$ cat config.mk
export PLATFORM = sky130hd
export DESIGN_NAME = fetch_ctrl
export DESIGN_NICKNAME = d
export VERILOG_FILES = /design/src/rtl/fetch_ctrl.sv
export SDC_FILE = /design/constraint.sdc
export NUM_CORES = 1
export LEC_CHECK = 0
export ABC_AREA = 1
export CAP_MARGIN = 10
export CORE_MARGIN = 2
export CORE_UTILIZATION = 53
export CTS_CLUSTER_DIAMETER = 120
export DETAILED_ROUTE_END_ITERATION = 8
export GPL_TIMING_DRIVEN = 0
export PLACE_DENSITY = 0.81
export SKIP_CTS_REPAIR_TIMING = 1
export SYNTH_ARGS = -nofsm -noshare
export SYNTH_HDL_FRONTEND = slang
export SYNTH_SLANG_ARGS = --single-unit
$ cat constraint.sdc
create_clock -name clk -period 6.54 [get_ports clk]
set_input_delay 1.308 -clock clk [delete_from_list [all_inputs] [get_ports clk]]
set_output_delay 1.308 -clock clk [all_outputs]
set_load 0.01 [all_outputs]
$ cat src/rtl/fetch_ctrl.sv
// Small circular buffer with synchronous flush; head is visible combinationally.
// Latency: a push is visible at the head on the next cycle.
// Backpressure: none internally; the caller must never push when full or pop when empty.
module fifo #(
    parameter int W     = 8,
    parameter int DEPTH = 2
) (
    input  logic                       clk,
    input  logic                       rst,
    input  logic                       flush,
    input  logic                       push_vld,
    input  logic [W-1:0]               push_dat,
    input  logic                       pop_vld,
    output logic [W-1:0]               head_dat,
    output logic [$clog2(DEPTH+1)-1:0] count
);
    localparam int PW = (DEPTH > 1) ? $clog2(DEPTH) : 1;
    localparam int CW = $clog2(DEPTH+1);

    logic [W-1:0]  mem [DEPTH];
    logic [PW-1:0] wr_ptr;
    logic [PW-1:0] rd_ptr;

    function automatic logic [PW-1:0] ptr_inc(input logic [PW-1:0] p);
        return (p == PW'(DEPTH-1)) ? '0 : p + PW'(1);
    endfunction

    always_ff @(posedge clk) begin
        if (push_vld && !flush)
            mem[wr_ptr] <= push_dat;
    end

    always_ff @(posedge clk or posedge rst) begin
        if (rst) begin
            wr_ptr <= '0;
            rd_ptr <= '0;
            count  <= '0;
        end else if (flush) begin
            wr_ptr <= '0;
            rd_ptr <= '0;
            count  <= '0;
        end else begin
            if (push_vld)
                wr_ptr <= ptr_inc(wr_ptr);
            if (pop_vld)
                rd_ptr <= ptr_inc(rd_ptr);
            count <= count + CW'(push_vld) - CW'(pop_vld);
        end
    end

    assign head_dat = mem[rd_ptr];
endmodule

// Instruction fetch: one outstanding 32-bit read, buffered with its PC for the decoder.
// Latency: request -> accept -> response -> dec_valid on the following cycle.
// Backpressure: requests are issued only while buffer count plus outstanding is below DEPTH.
module fetch_ctrl #(
    parameter int                ADDR_W   = 64,
    parameter logic [ADDR_W-1:0] RESET_PC = {ADDR_W{1'b0}},
    parameter int                DEPTH    = 2
) (
    input  logic              clk,
    input  logic              reset,
    input  logic              redirect_valid,
    input  logic [ADDR_W-1:0] redirect_pc,
    output logic              mem_req_valid,
    input  logic              mem_req_ready,
    output logic [ADDR_W-1:0] mem_req_addr,
    input  logic              mem_resp_valid,
    input  logic [31:0]       mem_resp_data,
    output logic              dec_valid,
    input  logic              dec_ready,
    output logic [31:0]       dec_instr,
    output logic [ADDR_W-1:0] dec_pc
);
    localparam int CW = $clog2(DEPTH+1);
    localparam int FW = ADDR_W + 32;

    localparam logic [1:0] IDLE  = 2'd0;
    localparam logic [1:0] REQ   = 2'd1;
    localparam logic [1:0] WAIT  = 2'd2;
    localparam logic [1:0] DRAIN = 2'd3;

    logic [1:0]        state;
    logic [1:0]        state_nxt;
    logic [ADDR_W-1:0] fetch_pc;
    logic [ADDR_W-1:0] req_pc;
    logic [CW-1:0]     count;
    logic [CW-1:0]     cnt_after;
    logic              push;
    logic              pop;
    logic              req_acc;
    logic [FW-1:0]     head;

    assign req_acc   = (state == REQ) && mem_req_ready;
    assign push      = (state == WAIT) && mem_resp_valid && !redirect_valid;
    assign pop       = dec_valid && dec_ready;
    // Occupancy after this cycle's push/pop decides whether credit remains for another request.
    assign cnt_after = count + CW'(push) - CW'(pop);

    fifo #(.W(FW), .DEPTH(DEPTH)) u_buf (
        .clk      (clk),
        .rst      (reset),
        .flush    (redirect_valid),
        .push_vld (push),
        .push_dat ({req_pc, mem_resp_data}),
        .pop_vld  (pop),
        .head_dat (head),
        .count    (count)
    );

    always_comb begin
        state_nxt = state;
        if (redirect_valid) begin
            case (state)
                IDLE:    state_nxt = REQ;
                REQ:     state_nxt = mem_req_ready ? DRAIN : REQ;
                WAIT:    state_nxt = mem_resp_valid ? REQ : DRAIN;
                default: state_nxt = mem_resp_valid ? REQ : DRAIN;
            endcase
        end else begin
            case (state)
                IDLE:    if (cnt_after < CW'(DEPTH)) state_nxt = REQ;
                REQ:     if (mem_req_ready) state_nxt = WAIT;
                WAIT:    if (mem_resp_valid) state_nxt = (cnt_after < CW'(DEPTH)) ? REQ : IDLE;
                default: if (mem_resp_valid) state_nxt = REQ;
            endcase
        end
    end

    always_ff @(posedge clk or posedge reset) begin
        if (reset) begin
            state    <= IDLE;
            fetch_pc <= RESET_PC;
            req_pc   <= RESET_PC;
        end else begin
            state <= state_nxt;
            if (redirect_valid) begin
                fetch_pc <= {redirect_pc[ADDR_W-1:2], 2'b00};
            end else if (req_acc) begin
                req_pc   <= fetch_pc;
                fetch_pc <= fetch_pc + ADDR_W'(4);
            end
        end
    end

    assign mem_req_valid = (state == REQ);
    assign mem_req_addr  = fetch_pc;
    assign dec_valid     = (count != '0);
    assign dec_instr     = dec_valid ? head[31:0] : 32'h0;
    assign dec_pc        = dec_valid ? head[FW-1:32] : {ADDR_W{1'b0}};
endmodule

==> flow_summary.ini <==
[status]
status = completed

[global_route]
grt_max_degree = 95
overflow = 0
met1_usage_pct = 44.3
antenna_found_initial = 1
track_usage_pct = 32.5
grt_pass1_vias = 12200
gr-usage-met3_pct = 5.36
grt_pass1_wl_mm = 69.8
grtUsageMet2_pct = 51.7
top_usage_layer = met2

[clock_tree]
clk_pin_slew_ns = 0.06
clk_path_buf_depth = 3
cts_buffers = 31
clock_latency_ns = 0.58
cts_root_buffer = clkbuf_16
htree_levels = 1
cts_sinks = 318
cts_tree = done

[worst_setup_path]
reg2reg_depth = 10
cp.arrival_ns = 3.17
path_class = reg -> out
critPathSlowestCell = clkbuf_1
worstPathMaxFanout = 10
cp_data_required_time_ns = 5.23
max_stage_delay_ns = 0.55
cp-start-kind = flip-flop
crit_chain = nor2_1 -> clkbuf_1 -> buf_1 -> a21oi_1 -> clkdlybuf4s50_1
end_kind = output pin

[sta]
rsz0062_at_grt = false
fmax_mhz = 223
tightest_slew_ns = 0.958
period_minus_slack_ns = 4.48
setup_slack_ns = 2.06
fin_crit_sh_pct = 68.5
finalHoldViolations = 0
finClkSkew_ns = 0.0379
setup_tns_ns = 0
slew_headroom_pct = 36.1
drv_slew = 0
setup_viol = 0

[floorplan]
rows = 60
core_area_um2 = 26700
start_util_pct = 53.6
die_w_um = 168
die_height_um = 168
io_pins = 264
die_area_um2 = 28400

[hold_path]
hold_path.class = reg -> reg
worstHoldPathCells = 0

[route]
dr.pass1.iters = 8
via_count = 12600
ant_nets = 0
routed_via_density = 5.68
wl_per_cell_um = 20.9
drc_errors = 0
routed_wl_mm = 46.4
initialDrtViolationCount = 1364

[placement]
dp_slack_ns = 1.85
dp.cells = 2161
portBuffers = 257
dp_hpwl_mm = 33.9
gp_congestion = 1.00

[finish]
area_growth_pct = 28.8
diodes = 0
utilization_pct = 69.0
final_layout_size_suffix_gt1_share_pct = 6.12
nets = 1958
fin_cells = 2219

[logic_synthesis]
yosysTopAreaCell = edfxtp_1
synthFlopType = edfxtp_1
synth_area_leaders = edfxtp_1, dfrtp_1, nand2_1
synth_top_family_by_area = simple AND/OR/NAND/NOR gates
ys.warnings.count = 0
synth_async_sr_flop_share_pct = 40.9
syn_inst = 1553
syn_area_per_cell_um2 = 9.22
synth.distinct_cells = 44
synth.mux.area_fraction_pct = 0
ys_ff_latch = 318
synth_compound_area_share_pct = 7.15
synth_xor_area_share_pct = 0.428
synthSimpleGateAreaFrac_pct = 25.2
synthesis.area_um2 = 14300
synth_top_area_share_pct = 39.4
synthAdderAreaFrac_pct = 0.262
ys_seq_area_share_pct = 62.1
synth-edff-count = 188

[power]
swShare_pct = 35.6
p_seq_share_pct = 41.5
ir_drop_uv = 241
comb_power_share_pct = 34.0
power_frac_clock_pct = 24.4
switchingPower_mw = 2.47
p_per_area_nw_per_um2 = 376
finalPower_mw = 6.94
p_int_mw = 4.47
p_leak_nw = 7.39

[job]
drv_cap = 0
routing by layer:
layer  up-vias  share of wire [%]
met3       119                9.6
met1      6020                 39
met4         0                4.9
met5         -                  0
met2       728                 46
li1       5747                  -
flip-flops by register name, indices dropped and copies added (netlist names):
name          cells
u_buf.count       2
state             2
mem_req_addr     62
u_buf.rd_ptr      1
u_buf.mem       188
u_buf.wr_ptr      1
req_pc           62
cells in the mapped netlist, types with 4 or more instances:
| cell type | count |
|---|---|
| nor3_1 | 9 |
| o21ai_1 | 6 |
| o21ai_0 | 48 |
| clkbuf_1 | 36 |
| a21oi_1 | 100 |
| nand2_2 | 6 |
| edfxtp_1 | 188 |
| nand4_1 | 31 |
| o211ai_1 | 15 |
| nand2_4 | 4 |
| nand2_1 | 504 |
| buf_4 | 6 |
| buf_2 | 19 |
| nand3_1 | 87 |
| nor2_1 | 197 |
| buf_1 | 7 |
| nor2_4 | 7 |
| nor2_2 | 9 |
| dfrtp_1 | 130 |
| xor2_1 | 6 |
| inv_1 | 96 |
per-stage QoR:
stage	cell area, um2	hold slack, ns
2_1_floorplan	14300	0.442
3_3_place_gp	17300	0.448
3_5_place_dp	17500	0.457
4_1_cts	18500	0.465
5_1_grt	18500	0.480
6_report	18500	0.465
power groups by stage:
stage,Sequential [mW],Clock (mW),Combinational [mW]
finish,2.88,1.69,2.36
global route,2.92,1.77,2.54
floorplan,2.82,0,1.10
detailed placement,2.91,0,2.33
CTS,2.87,1.70,2.36
global placement,2.88,0,2.27
cells by family after synthesis:
group	Yosys count
buffers and inverters	171
flip-flops	318
adder cells (fa/ha/maj)	3
AO/OA/AOI/OAI	187
other	1
XOR/XNOR	7
AND/OR/NAND/NOR	866
layout by cell type (no fill, tap or decap), types with 19 or more instances in the layout:
| master | n |
|---|---|
| nand4_1 | 31 |
| a21oi_1 | 100 |
| inv_1 | 95 |
| nand3_1 | 87 |
| dfrtp_1 | 130 |
| clkdlybuf4s50_1 | 257 |
| nand2_1 | 504 |
| clkbuf_16 | 31 |
| edfxtp_1 | 188 |
| clkbuf_1 | 47 |
| buf_2 | 19 |
| nor2_1 | 195 |
| o21ai_0 | 48 |
critical path, delay by kind of cell, from the launching register on:
| kind | cells | cell delay, ns |
|---|---|---|
| AND/OR/NAND/NOR | 1 | 0.51 |
| AO/OA/AOI/OAI | 1 | 0.13 |
| buffers and inverters | 3 | 1.54 |
| flip-flops | 1 | 0.40 |
path summary, 6_finish.rpt:
kind / startpoint / end / slack [ns]
hold / removal: req_pc[15] / u_buf.mem[1][47] / 0.47
min in group asynchronous: reset / state[1] / 1.11
setup / recovery: u_buf.count[1] / dec_pc[15] / 2.06
max in group asynchronous: reset / req_pc[60] / 4.58
setup reg to reg: u_buf.count[1] / state[0] / 4.07
hold reg to reg: req_pc[15] / u_buf.mem[1][47] / 0.47
area by class of cell:
cell class | count | area, um2
timing repair buffer | 264 | 2720
multi-input combinational | 1067 | 4760
sequential | 318 | 8900
tap | 341 | 427
clock buffer | 43 | 831
clock inverter | 15 | 115
fill | 2059 | 8280
inverter | 103 | 398
buffer | 68 | 302
Power figures use the tool's default switching activity.
